<file path="src/rtl/ppg_beat_extractor.sv">
// ppg_beat_extractor: tracks IR peaks and valleys with hysteresis and reports,
// for every valley-to-valley window, the beat period plus peak-to-peak (AC)
// and mid-level (DC) figures for the IR and red channels.
//
// Sample interface: sample_en is a one-cycle valid with no ready. The block is
// always ready, so every cycle with sample_en=1 and enable=1 consumes exactly
// one RED/IR pair. Back-to-back strobes give one sample per clock.
module ppg_beat_extractor #(
    parameter logic [7:0] HYST       = 8'd8,
    parameter int         MIN_PERIOD = 30,
    parameter int         MAX_PERIOD = 300,
    parameter int         PER_W      = 12
) (
    input  logic             CLK,
    input  logic             rst_n,
    input  logic             enable,
    input  logic             sample_en,
    input  logic [7:0]       RED_ADC_Value,
    input  logic [7:0]       IR_ADC_Value,
    output logic             beat_valid,
    output logic             beat_err,
    output logic [PER_W-1:0] beat_period,
    output logic [7:0]       IR_AC,
    output logic [7:0]       RED_AC,
    output logic [7:0]       IR_DC,
    output logic [7:0]       RED_DC,
    output logic [1:0]       state_dbg
);

    typedef enum logic [1:0] {
        IDLE    = 2'd0,
        ACQUIRE = 2'd1,
        RISE    = 2'd2,
        FALL    = 2'd3
    } state_t;

    localparam logic [8:0]       HYST9   = {1'b0, HYST};
    localparam logic [PER_W-1:0] MIN_CNT = PER_W'(MIN_PERIOD);
    localparam logic [PER_W-1:0] MAX_CNT = PER_W'(MAX_PERIOD);

    state_t           state_q, state_d;
    logic [7:0]       vl_q, vl_d;
    logic [7:0]       pk_q, pk_d;
    logic [PER_W-1:0] cnt_q, cnt_d;
    logic [7:0]       ir_hi_q, ir_hi_d, ir_lo_q, ir_lo_d;
    logic [7:0]       red_hi_q, red_hi_d, red_lo_q, red_lo_d;
    logic [PER_W-1:0] period_q, period_d;
    logic [7:0]       ir_ac_q, ir_ac_d, ir_dc_q, ir_dc_d;
    logic [7:0]       red_ac_q, red_ac_d, red_dc_q, red_dc_d;
    logic             valid_q, valid_d, err_q, err_d;

    logic [7:0]       vl_min, pk_max;
    logic [7:0]       ir_hi_s, ir_lo_s, red_hi_s, red_lo_s;
    logic [8:0]       ir_sum, red_sum;
    logic             valley_hit, peak_hit, timeout;
    logic [PER_W-1:0] cnt_inc;

    // Trackers folded with the current sample; all compares and sums in 9 bits
    always_comb begin
        vl_min     = (IR_ADC_Value < vl_q) ? IR_ADC_Value : vl_q;
        pk_max     = (IR_ADC_Value > pk_q) ? IR_ADC_Value : pk_q;
        ir_hi_s    = (IR_ADC_Value > ir_hi_q) ? IR_ADC_Value : ir_hi_q;
        ir_lo_s    = (IR_ADC_Value < ir_lo_q) ? IR_ADC_Value : ir_lo_q;
        red_hi_s   = (RED_ADC_Value > red_hi_q) ? RED_ADC_Value : red_hi_q;
        red_lo_s   = (RED_ADC_Value < red_lo_q) ? RED_ADC_Value : red_lo_q;
        valley_hit = ({1'b0, IR_ADC_Value} >= ({1'b0, vl_min} + HYST9));
        peak_hit   = (({1'b0, IR_ADC_Value} + HYST9) <= {1'b0, pk_max});
        cnt_inc    = cnt_q + PER_W'(1);
        timeout    = (cnt_q == MAX_CNT);
        ir_sum     = {1'b0, ir_hi_s} + {1'b0, ir_lo_s};
        red_sum    = {1'b0, red_hi_s} + {1'b0, red_lo_s};
    end

    // Next-state and register updates; enable low wins over any sample
    always_comb begin
        state_d  = state_q;
        vl_d     = vl_q;
        pk_d     = pk_q;
        cnt_d    = cnt_q;
        ir_hi_d  = ir_hi_q;
        ir_lo_d  = ir_lo_q;
        red_hi_d = red_hi_q;
        red_lo_d = red_lo_q;
        period_d = period_q;
        ir_ac_d  = ir_ac_q;
        ir_dc_d  = ir_dc_q;
        red_ac_d = red_ac_q;
        red_dc_d = red_dc_q;
        valid_d  = 1'b0;
        err_d    = 1'b0;

        if (!enable) begin
            state_d = IDLE;
        end else begin
            case (state_q)
                IDLE: begin
                    state_d = ACQUIRE;
                    vl_d    = 8'hFF;
                end
                ACQUIRE: begin
                    if (sample_en) begin
                        vl_d = vl_min;
                        // First valley only arms the window; no beat yet
                        if (valley_hit) begin
                            state_d  = RISE;
                            pk_d     = IR_ADC_Value;
                            cnt_d    = '0;
                            ir_hi_d  = 8'h00;
                            ir_lo_d  = 8'hFF;
                            red_hi_d = 8'h00;
                            red_lo_d = 8'hFF;
                        end
                    end
                end
                RISE: begin
                    if (sample_en) begin
                        cnt_d    = cnt_inc;
                        pk_d     = pk_max;
                        ir_hi_d  = ir_hi_s;
                        ir_lo_d  = ir_lo_s;
                        red_hi_d = red_hi_s;
                        red_lo_d = red_lo_s;
                        if (timeout) begin
                            err_d   = 1'b1;
                            state_d = ACQUIRE;
                            vl_d    = IR_ADC_Value;
                            cnt_d   = '0;
                        end else if (peak_hit) begin
                            state_d = FALL;
                            vl_d    = IR_ADC_Value;
                        end
                    end
                end
                FALL: begin
                    if (sample_en) begin
                        cnt_d    = cnt_inc;
                        vl_d     = vl_min;
                        ir_hi_d  = ir_hi_s;
                        ir_lo_d  = ir_lo_s;
                        red_hi_d = red_hi_s;
                        red_lo_d = red_lo_s;
                        if (valley_hit) begin
                            // Window closes on the confirming sample, which it includes
                            if (cnt_inc >= MIN_CNT) begin
                                valid_d  = 1'b1;
                                period_d = cnt_inc;
                                ir_ac_d  = ir_hi_s - ir_lo_s;
                                ir_dc_d  = ir_sum[8:1];
                                red_ac_d = red_hi_s - red_lo_s;
                                red_dc_d = red_sum[8:1];
                            end else begin
                                err_d = 1'b1;
                            end
                            state_d  = RISE;
                            pk_d     = IR_ADC_Value;
                            cnt_d    = '0;
                            ir_hi_d  = 8'h00;
                            ir_lo_d  = 8'hFF;
                            red_hi_d = 8'h00;
                            red_lo_d = 8'hFF;
                        end else if (timeout) begin
                            err_d   = 1'b1;
                            state_d = ACQUIRE;
                            vl_d    = IR_ADC_Value;
                            cnt_d   = '0;
                        end
                    end
                end
                default: state_d = IDLE;
            endcase
        end
    end

    // State and datapath registers with asynchronous clear
    always_ff @(posedge CLK or negedge rst_n) begin
        if (!rst_n) begin
            state_q  <= IDLE;
            vl_q     <= 8'hFF;
            pk_q     <= 8'h00;
            cnt_q    <= '0;
            ir_hi_q  <= 8'h00;
            ir_lo_q  <= 8'hFF;
            red_hi_q <= 8'h00;
            red_lo_q <= 8'hFF;
            period_q <= '0;
            ir_ac_q  <= 8'h00;
            ir_dc_q  <= 8'h00;
            red_ac_q <= 8'h00;
            red_dc_q <= 8'h00;
            valid_q  <= 1'b0;
            err_q    <= 1'b0;
        end else begin
            state_q  <= state_d;
            vl_q     <= vl_d;
            pk_q     <= pk_d;
            cnt_q    <= cnt_d;
            ir_hi_q  <= ir_hi_d;
            ir_lo_q  <= ir_lo_d;
            red_hi_q <= red_hi_d;
            red_lo_q <= red_lo_d;
            period_q <= period_d;
            ir_ac_q  <= ir_ac_d;
            ir_dc_q  <= ir_dc_d;
            red_ac_q <= red_ac_d;
            red_dc_q <= red_dc_d;
            valid_q  <= valid_d;
            err_q    <= err_d;
        end
    end

    assign beat_valid  = valid_q;
    assign beat_err    = err_q;
    assign beat_period = period_q;
    assign IR_AC       = ir_ac_q;
    assign IR_DC       = ir_dc_q;
    assign RED_AC      = red_ac_q;
    assign RED_DC      = red_dc_q;
    assign state_dbg   = state_q;

endmodule

</file>
<file path="config.mk">
export PLATFORM = sky130hd
export DESIGN_NAME = ppg_beat_extractor
export DESIGN_NICKNAME = d
export VERILOG_FILES = /design/src/rtl/ppg_beat_extractor.sv
export SDC_FILE = /design/constraint.sdc
export NUM_CORES = 1
export LEC_CHECK = 0
export ABC_AREA = 1
export BUFFER_PORTS_ARGS = -buffer_cell sky130_fd_sc_hd__buf_4
export CAP_MARGIN = 10
export CORE_MARGIN = 3
export CORE_UTILIZATION = 30
export CTS_CLUSTER_DIAMETER = 100
export CTS_CLUSTER_SIZE = 40
export DETAILED_ROUTE_END_ITERATION = 8
export GPL_TIMING_DRIVEN = 0
export PLACE_DENSITY = 0.49
export SLEW_MARGIN = 0
export SYNTH_ARGS = -nofsm -noshare
export SYNTH_HDL_FRONTEND = slang
export SYNTH_SLANG_ARGS = --single-unit
</file>
<file path="constraint.sdc">
create_clock -name CLK -period 4.2 [get_ports CLK]
set_input_delay 0.21 -clock CLK [delete_from_list [all_inputs] [get_ports CLK]]
set_output_delay 0.21 -clock CLK [all_outputs]
set_load 0.1 [all_outputs]
</file>
Word level (Yosys, flattened, before mapping)

Cells that the tools add are included.

Add/subtract/negate cells: 7
Order comparisons: 9
Eq/ne operators: 17
Mux-type cells: 67
Reduce and logical (&&, ||, !) cells: 9

Operators by type and width:

| operator              | number |
|---|---|
| $mux 8                | 32 |
| $pmux 8 s3            | 4 |
| $mux 12               | 6 |
| $pmux 12 s3           | 1 |
| $pmux 8 s4            | 1 |
| $gt 8x8->1            | 3 |
| $lt 8x8->1            | 3 |
| $add 8x4->9 const B   | 2 |
| $add 8x8->9           | 2 |
| $mux 2                | 9 |
| $pmux 8 s2            | 1 |
| $sub 8x8->8           | 2 |
| $ne 3x3->1 const B    | 5 |
| $reduce_and 5->1      | 3 |
| $add 12x1->12 const B | 1 |
| $eq 12x9->1 const B   | 1 |
| $ge 12x5->1 const B   | 1 |
| $reduce_and 6->1      | 2 |
| $mux 1                | 11 |
| $ge 8x9->1            | 1 |
| $le 9x8->1            | 1 |
| $ne 2x2->1 const B    | 4 |
| $ne 4x4->1 const B    | 2 |
| $pmux 2 s4            | 1 |
| 8 further kinds       | 10 |

Register bits after elaboration: 108
Input bits: 20
Word-level logic and storage cells: 124

Longest topological paths before layout

Gate-level depths: netlist of the first run.

Word-level depth: 8
Mapped depth: 30
Depth with buffers taken out: 28

Worst setup path before layout of the first run

No wires, ideal clock.

Path kind: reg2reg
From: register vl_q[5]
To: register period_q[0] (netlist: beat_period[0])
Library setup time: 0.127 ns
Arrival: 3.478 ns
Required time: 4.073 ns
Setup slack: 0.595 ns
Stages on the path, launching flop included: 27
Path buffers: 3
Clock period less this slack: 3.605 ns
Cell sequence: dfstp_2 > inv_1 > ha_1 > a21oi_1 > nor2_1 > nor3_4 > nand2_4 > buf_6 > nand2_1 > nand2_2 > nand3_4 > inv_1 > or2_2 > ha_1 > nand2_1 > o21bai_1 > nand2_1 > nand2_1 > nand2_1 > nor2_1 > o21bai_4 > nor2_4 > nand3_2 > buf_6 > buf_4 > nand2_1 > o21ai_1

Cells in the longest elaborated chain, start to end: 5

Ends and longest elaborated chain:

| what                                | line | text |
|---|---|---|
| start, declared                     | 42   | `logic [7:0] vl_q, vl_d;` |
| start signal, assigned              | 194  | `vl_q <= vl_d;` |
| $lt 8x8->1                          | 60   | `vl_min = (IR_ADC_Value < vl_q) ? IR_ADC_Value : vl_q;` |
| $mux 8 *                            | 60   |  |
| $add 8x4->9 *                       | 66   | `valley_hit = ({1'b0, IR_ADC_Value} >= ({1'b0, vl_min} + HYST9));` |
| $ge 8x9->1 *                        | 66   |  |
| $reduce_and 5->1 (no source line) * | --   |  |
| end signal, assigned                | 201  | `period_q <= period_d;` |
| end, declared                       | 47   | `logic [PER_W-1:0] period_q, period_d;` |

Every way passes the cells marked *; elsewhere a longest branch is shown, timed or not.
A chain may end at the register's enable or synchronous reset.

Final worst setup path of the first run

Ends and elaborated chain as after synthesis.

==> results.yml, run 1 <==
setup_path:
  startpoint_type: "register"
  reg2reg_depth: 26
  arrival_ns: 4.14
  cp.required_ns: 4.44
  worstSetupPathType: "reg2reg"
  endpoint_kind: "register"
  crit_fanout: 10
pwr:
  power_frac_comb: 0.602
  power.internal_mw: 2.929
  ir_worst_vdd_mv: 0.2041
  power_frac_clock: 0.157
  switching_share: 0.4838
  switchingPower_mw: 2.745
  p_per_area_mw_per_mm2: 576.5
  power.total_mw: 5.674
  cellLeakagePower_nw: 5.146
  seqPwrFrac: 0.241
clock_tree:
  htreeDepth: 3
  cts_sinks: 108
  cts_buffer_depth: 2
  clk_latency_ns: 0.37
  numCtsBuffers: 9
  clk_pin_slew_ns: 0.09
  cts_tree: "built"
  root_buffer: "clkbuf_16"
sta:
  final-max-slew-violation-count: 0
  fmax_mhz: 256.3
  setup_viol: 0
  rsz0062_at_grt: "false"
  setup_tns_ns: 0
  min_period_ns: 3.901
  hold_viol: 0
  slew_headroom: 0.4168
  fin_ws_ns: 0.2986
  tightest_slew_ns: 0.8657
  timing.final.crit_share: 0.9289
  skew_ns: 0.01351
yosys:
  synth_compound_area_frac: 0.1575
  ys_ff_latch: 108
  synthXorXnorAreaFrac: 0.03446
  yosysWarnings: 0
  syn_area_per_cell_um2: 7.502
  synth_fp_nets: 1238
  ys.flop_type: "dfrtp_1"
  synthAdderAreaFrac: 0.1528
  synth_cell_type_count: 43
  synth_mux_area_frac: 0
  synth-seq-area-share: 0.3258
  synth-simple-area-share: 0.2265
  synth_top_family_by_area: "simple AND/OR/NAND/NOR gates"
  async_flop_share: 1.000
  synth_edf_count: 0
  synthCells: 1118
  syn_area_mm2: 0.008387
routing:
  drc: 0
  routed_wl_mm: 22.68
  viasPerCell: 4.568
  num_vias: 7209
  drt-initial-drc-count: 358
  routedWlPerCell_um: 14.37
  dr.pass1.iters: 6
  ant_nets: 0
place:
  gp_congestion: 0.8277
  hpwl_mm: 17.55
  io_buffers: 67
  pre_cts_slack_ns: -0.09994
  place_area_mm2: 0.009387
finish:
  fin_area_mm2: 0.009842
  fillCellCount: 2951
  drive_gt1_frac: 0.1501
  fin_util: 0.3612
  final_net_count: 1321
  n_antenna_cell: 0
  area_delta_synth_final_pct: 17.35
hold_path:
  whs_path_depth: 4
  min-delay-path-class: "in2reg"
floorplan:
  dieArea_mm2: 0.03000
  core_mm2: 0.02725
  ios: 68
  dieHeight_um: 173.2
  rows: 60
  die_x_um: 173.2
  start_util: 0.3078
global_route:
  antenna_found_initial: 0
  grt_max_degree: 60
  grt_pass1_vias: 7007
  globalRouteTotalUtil: 0.1531
  grt.overflow.total: 0
  grt_pass1_wl_mm: 37.46
flow_run:
  cap_viol_max_count: 0
outcome:
  outcome: "finished, final reports clean"
## cell usage after synthesis, types with 5 or more instances
| cell | count | share of area |
|---|---|---|
| buf_6 | 13 | 0.017 |
| a21oi_1 | 70 | 0.042 |
| o21ai_1 | 43 | 0.026 |
| clkbuf_1 | 13 | 0.0058 |
| nand3_1 | 36 | 0.021 |
| inv_1 | 159 | 0.071 |
| dfstp_2 | 24 | 0.075 |
| nand2_1 | 272 | 0.12 |
| nand2_2 | 11 | 0.0082 |
| xnor2_1 | 5 | 0.0052 |
| dfrtp_1 | 84 | 0.25 |
| o21ai_0 | 70 | 0.042 |
| ha_1 | 96 | 0.14 |
| o22ai_2 | 12 | 0.018 |
| o21bai_1 | 5 | 0.0045 |
| o211ai_1 | 8 | 0.0072 |
| nor2_1 | 95 | 0.043 |
| nor3_1 | 5 | 0.0030 |
| xor2_1 | 28 | 0.029 |
| o21a_1 | 8 | 0.0072 |
| nand4_1 | 19 | 0.014 |
## critical path, cell delays in order (launching register included)
cell and delay [ns]:
dfstp_2 0.55, inv_1 0.07, ha_4 0.22, a21oi_2 0.11
nor2_1 0.07, nor3_4 0.25, nand2_4 0.09, buf_6 0.14
nand2_2 0.07, nand2_4 0.08, nand3_4 0.11, inv_1 0.07
or2_2 0.30, ha_1 0.27, nand2_1 0.06, o21bai_1 0.15
nand2_1 0.06, nand2_1 0.04, nand2_1 0.05, nor2_1 0.05
o21bai_4 0.22, nor2_4 0.16, nand3_4 0.14, buf_8 0.16
buf_4 0.17, nand2_1 0.07, o21ai_1 0.06
## area by class of cell
cell class,count,area (µm²),area share
Buffer,34,252.7,0.02568
Clock buffer,9,225.2,0.02288
Multi-Input combinational cell,811,4878,0.4957
Inverter,164,618.1,0.06280
Clock inverter,7,77.57,0.007882
Timing Repair Buffer,73,591.8,0.06013
Sequential cell,108,2733,0.2777
Tap cell,372,465.4,0.04729
## timing repair
item | CTS | global route
pin swaps | 0 | 4
hold buffers | 1 | 0
endpoints found under the setup margin | 3 | 106
gates resized for setup | 1 | 28
hold endpoints to repair | 40 | 0
cloned | 0 | 1
buffers inserted | 0 | 3
## cells in the final DEF (no fill, tap or decap), drive strengths merged, types with 8 or more instances in the layout
master	count
o211ai	8
buf	95
ha	96
o21ai	114
inv	167
nand2	286
dfstp	24
nand4	19
clkbuf	20
dfrtp	84
nor2	97
a21oi	70
xor2	28
nand3	38
o21a	8
o22ai	12
## routing by layer
layer	up-vias	GRT usage	wire (µm)
met1	3270	0.2205	11730
met4	0	0.03716	285
met3	15	0.02152	800
met5	-	0	0
met2	134	0.2423	9861
li1	3790	-	-
## final timing paths
path	slack [ns]	end	startpoint
setup / recovery	0.30	beat_period[0]	vl_q[5]
hold / removal	0.19	state_dbg[1]	enable
setup reg to reg	0.30	beat_period[0]	vl_q[5]
hold reg to reg	0.49	vl_q[5]	vl_q[5]
max in group asynchronous	3.11	ir_lo_q[6]	rst_n
min in group asynchronous	0.35	pk_q[4]	rst_n
## power groups by stage
stage | combinational, mW | clock, mW | sequential [mW]
global placement | 3.30 | 0 | 1.38
CTS | 3.36 | 0.931 | 1.36
floorplan | 2.49 | 0 | 1.41
finish | 3.42 | 0.893 | 1.36
detailed placement | 3.34 | 0 | 1.38
global route | 3.94 | 0.960 | 1.39
## cells by family after synthesis
family	after synthesis
AOI/OAI and AO/OA	227
xor gates and xnor gates	33
DFF	108
adders and majority gates	100
buffers and inverters	199
and+or+nand+nor	451
## stage by stage
| stage | cells | hold WS [ns] |
|---|---|---|
| 3_3_place_gp | 1557 | 0.4683 |
| 2_1_floorplan | 1118 | -0.08559 |
| 6_report | 1578 | 0.1945 |
| 3_5_place_dp | 1558 | 0.2031 |
| 5_1_grt | 1578 | 0.2210 |
| 4_1_cts | 1575 | 0.1816 |
Power figures use the tool's default switching activity.
==> run 2, diff against run 1 <==
--- a/config.mk
+++ b/config.mk
@@ -14,4 +14,5 @@
 export CTS_CLUSTER_SIZE = 40
 export DETAILED_ROUTE_END_ITERATION = 8
+export GPL_ROUTABILITY_DRIVEN = 0
 export GPL_TIMING_DRIVEN = 0
 export PLACE_DENSITY = 0.49
==> constraint.sdc (replaced) <==
create_clock -name CLK -period 4.2 [get_ports CLK]
set_input_delay 0.84 -clock CLK [delete_from_list [all_inputs] [get_ports CLK]]
set_output_delay 0.84 -clock CLK [all_outputs]
set_load 0.1 [all_outputs]
==> run 2 against run 1 <==
  * Combinational power about the same
  * Global-route usage barely moved
  * Power increased by 0.45%
  * Count of clock-buffer cells in the layout is the same
  * Sequential share of layout area down 0.084 points
==> results.yml, run 2 (synthesized netlist as in run 1, its figures left out) <==
pwr:
  power.total_mw: 5.700
  p_per_area_mw_per_mm2: 577.4
  ir_worst_vdd_mv: 0.2044
  cellLeakagePower_nw: 5.150
finish:
  fillCellCount: 2947
  final_cells: 1577
  final_common_cell: "nand2_1"
  multi_input_area_mm2: 0.004907
  final_cell_mix: "270 x nand2_1, 158 x inv_1, 95 x nor2_1, 92 x ha_1, 84 x dfrtp_1"
  n_antenna_cell: 0
  fin_util: 0.3623
  area_delta_synth_final_pct: 17.71
  final_net_count: 1320
  fin_area_mm2: 0.009872
  drive_gt1_frac: 0.1577
  regArea_mm2: 0.002733
routing:
  routedWlPerCell_um: 14.37
  drc: 0
  drt-initial-drc-count: 347
  dr.pass1.iters: 4
  viasPerCell: 4.583
  ant_nets: 0
  num_vias: 7227
  routed_wl_mm: 22.66
clock_tree:
  cts_sinks: 108
  cts_tree: "built"
  numCtsBuffers: 9
  root_buffer: "clkbuf_16"
  htreeDepth: 3
  cts_buffer_depth: 2
  clk_pin_slew_ns: 0.08
  cts_hold_buffers: 0
  clk_latency_ns: 0.36
sta:
  skew_ns: 0.01316
  hold_viol: 0
  tightest_slew_ns: 0.6130
  fmax_mhz: 252.5
  setup_tns_ns: 0
  fin_ws_ns: 0.2391
  timing.final.crit_share: 0.9431
  setup_viol: 0
  min_period_ns: 3.961
  final-max-slew-violation-count: 0
  slew_headroom: 0.5913
  whs_ns: 0.4146
global_route:
  grt_pass1_vias: 6988
  globalRouteTotalUtil: 0.1529
  grt_max_degree: 60
  grt.overflow.total: 0
  grt_pass1_wl_mm: 37.43
  antenna_found_initial: 0
setup_path:
  r2r_slack_ns: 0.31
  crit_fanout: 10
  r2r-end: "beat_period[0]"
  r2r-start: "vl_q[5]"
  worstSetupPathType: "in2reg"
  critPathLaunch: "IR_ADC_Value[5]"
  cp.required_ns: 4.44
  arrival_ns: 4.20
  crit_end: "beat_period[0]"
  startpoint_type: "input pin"
  endpoint_kind: "register"
  reg2reg_depth: 26
floorplan:
  ios: 68
  dieHeight_um: 173.2
  start_util: 0.3078
  rows: 60
  die_x_um: 173.2
  dieArea_mm2: 0.03000
  core_mm2: 0.02725
place:
  pre_cts_slack_ns: -0.7179
  io_buffers: 67
  place_area_mm2: 0.009387
  placed_cells: 1558
  hpwl_mm: 17.55
hold_path:
  min-delay-path-class: "in2async"
outcome:
  outcome: "finished, final reports clean"
flow_run:
  cap_viol_max_count: 0
==> run 2: report_power, final <==
part	internal (mW)	switching [mW]
clock network	0.425	0.469
registers	1.26	0.108
logic	1.26	2.18
==> run 2: per-layer routing <==
metal  global-route usage  wire length [µm]  share of wire  up-vias
li1                     -                 -              -     3789
met1               0.2205             11730           0.52     3301
met2               0.2439              9941           0.44      126
met3              0.02130               785          0.035       11
met4              0.03277               206         0.0091        0
met5                    0                 0              0        -
==> run 2: area by class of cell <==
type	count	area share
Buffer	34	0.02636
Multi-Input combinational cell	811	0.4971
Clock inverter	7	0.007858
Inverter	164	0.06261
Sequential cell	108	0.2768
Clock buffer	9	0.02281
Timing Repair Buffer	72	0.05932
Tap cell	372	0.04715
==> run 2: how the worst min path moves through the flow <==
stage / from / to / cells past startpoint
finish: rst_n / pk_q[4] / 1
global route: rst_n / pk_q[4] / 1
CTS: rst_n / pk_q[4] / 1
detailed placement: vl_q[6] / vl_q[6] / 2
global placement: beat_period[2] / beat_period[2] / 2
floorplan: vl_q[5] / vl_q[5] / 2
==> run 2: worst max-delay path, stage by stage <==
cell and delay [ns]:
buf_4 0.16, ha_4 0.25, a21oi_2 0.11, nor2_1 0.07, nor3_4 0.25, nand2_4 0.09, buf_6 0.14, nand2_2 0.07
nand2_4 0.08, nand3_4 0.11, inv_1 0.07, or2_2 0.30, ha_1 0.27, nand2_1 0.06, o21bai_1 0.15, nand2_1 0.06
nand2_1 0.04, nand2_1 0.05, nor2_1 0.05, o21bai_4 0.22, nor2_4 0.16, nand3_4 0.14, buf_8 0.16, buf_4 0.17
nand2_1 0.07, o21ai_1 0.06
==> run 2: what timing repair did <==
| item | in CTS | in global routing |
|---|---|---|
| setup buffers | 0 | 3 |
| pin swaps | 0 | 4 |
| resized for setup | 3 | 43 |
| gates cloned | 0 | 1 |
| endpoints found under the setup margin | 17 | 105 |
==> run 3, diff against run 2 <==
clock period = 3.75 ns   (was 4.2 ns; I/O delays follow)
==> run 3 against run 2 <==
  * The run now ends with setup timing left
  * Critical endpoint is now beat_period[7]
  * Combinational power increased by 35%
  * Sequential power increased by 13%
  * Clock power increased by 13%
  * Utilization increased by 4.9 points
  * Global-route usage decreased by 0.18 points
  * Register-to-register slack got worse by 0.34 ns
  * Largest power group unchanged
  * Largest cell class unchanged
  * Critical path type unchanged
  * Critical path depth decreased by 1
==> results.yml, run 3 (synthesized netlist as in run 1, its figures left out) <==
setup_path:
  arrival_ns: 4.05
  endpoint_kind: "register"
  reg2reg_depth: 25
  r2r-start: "vl_q[5]"
  cp.required_ns: 4.00
  r2r_slack_ns: -0.03
  r2r-end: "beat_period[7]"
  worstSetupPathType: "in2reg"
  crit_fanout: 7
  startpoint_type: "input pin"
sta:
  fmax_mhz: 263.2
  setup_tns_ns: -0.9122
  whs_ns: 0.3108
  setup_viol: 38
  min_period_ns: 3.799
  tightest_slew_ns: 0.5834
  final-max-slew-violation-count: 0
  timing.final.crit_share: 1.013
  skew_ns: 0.02051
  rsz0062_at_grt: "true"
  fin_ws_ns: -0.04893
  slew_headroom: 0.6111
  hold_viol: 0
global_route:
  grt_pass1_wl_mm: 37.63
  use_met2: 0.2430
  top_usage_layer: "met2"
  grt_max_degree: 67
  antenna_found_initial: 0
  met1_usage: 0.2182
  globalRouteTotalUtil: 0.1512
  grt.overflow.total: 0
  grt_pass1_vias: 7131
  gr-usage-met3: 0.01954
routing:
  drt-initial-drc-count: 356
  routed_wl_mm: 24.10
  dr.pass1.iters: 5
  routedWlPerCell_um: 14.87
  ant_nets: 0
  viasPerCell: 4.642
  drc: 0
  num_vias: 7524
floorplan:
  dieArea_mm2: 0.03000
  core_mm2: 0.02725
  ios: 68
  rows: 60
  dieHeight_um: 173.2
  start_util: 0.3078
  die_x_um: 173.2
finish:
  final_common_cell: "nand2_1"
  fin_util: 0.4113
  fin_area_mm2: 0.01121
  area_delta_synth_final_pct: 33.66
  fillCellCount: 2821
  regArea_mm2: 0.002733
  final_cell_mix: "219 x nand2_1, 155 x inv_1, 96 x buf_4, 87 x ha_1, 84 x dfrtp_1"
  final_cells: 1621
  final_net_count: 1364
  multi_input_area_mm2: 0.005575
  drive_gt1_frac: 0.2914
  n_antenna_cell: 0
clock_tree:
  cts_hold_buffers: 0
  root_buffer: "clkbuf_16"
  clk_latency_ns: 0.37
  cts_sinks: 108
  cts_tree: "built"
  htreeDepth: 3
  clk_pin_slew_ns: 0.09
  cts_buffer_depth: 2
  numCtsBuffers: 9
place:
  hpwl_mm: 17.42
  io_buffers: 67
  placed_cells: 1558
  place_area_mm2: 0.009440
  pre_cts_slack_ns: -0.7998
outcome:
  outcome: "finished with violations"
  violations: "setup timing"
pwr:
  cellLeakagePower_nw: 5.657
  ir_worst_vdd_mv: 0.3503
  p_per_area_mw_per_mm2: 642.4
  power.total_mw: 7.201
hold_path:
  min-delay-path-class: "in2async"
flow_run:
  cap_viol_max_count: 0
run 3: changes by cell type in the layout (fill, tap and decap cells not counted), moves of 21 or more:
| cell | change |
|---|---|
| nor2_1 | -21 |
| o21ai_2 | +27 |
| buf_4 | +24 |
| nand2_1 | -51 |
| nand2_4 | +27 |
| nand2_2 | +24 |
run 3: power by group:
group	switching [mW]	total (mW)	internal, mW
Sequential	0.132	1.54	1.41
Clock	0.533	1.01	0.473
Combinational	2.78	4.66	1.88
run 3: how the worst max path moves through the flow:
stage               slack [ns]        endpoint  cells after the start              from
floorplan                0.009       RED_AC[0]                     25   IR_ADC_Value[7]
global placement         -0.82       RED_AC[7]                     18  RED_ADC_Value[7]
detailed placement       -0.80       RED_AC[7]                     18  RED_ADC_Value[7]
CTS                      0.004        IR_AC[7]                     24   IR_ADC_Value[0]
global route             -0.26  beat_period[3]                     25           vl_q[5]
finish                   -0.05  beat_period[7]                     25   IR_ADC_Value[5]
run 3: area by class of cell:
cell class | count | area share
Clock inverter | 7 | 0.005804
Inverter | 164 | 0.05670
Multi-Input combinational cell | 811 | 0.4974
Sequential cell | 108 | 0.2438
Timing Repair Buffer | 118 | 0.1034
Clock buffer | 9 | 0.02009
Tap cell | 372 | 0.04152
Buffer | 32 | 0.03137
run 3: what timing repair did:
action                     4_1_cts  5_1_grt
gates cloned                     1       12
gates resized for setup         36      232
setup buffers                   19       19
pin swaps                       11       30
setup endpoints to repair      107      108
run 3: worst max-delay path, cell delays in order:
cell and delay [ns]:
buf_4 0.17, ha_4 0.26, a21oi_4 0.14, nor2_4 0.06, nor3_4 0.26, nand2_4 0.16, nand2_4 0.11, nand2_4 0.08
nand3_4 0.10, inv_2 0.05, or2_4 0.23, ha_4 0.26, nand2_2 0.04, o21bai_1 0.14, nand2_1 0.05, nand2_1 0.04
nand2_1 0.07, nor2_2 0.05, o21bai_4 0.21, nor2_4 0.15, nand3_4 0.16, clkbuf_16 0.21, clkbuf_16 0.16, nand2_2 0.05
o21ai_1 0.06
run 3: metal layers:
metal / wire length, µm / share of wire / up-vias
met2: 11310 / 0.47 / 94
li1: - / - / 3884
met5: 0 / 0 / -
met1: 11970 / 0.50 / 3534
met3: 612 / 0.025 / 12
met4: 216 / 0.0090 / 0
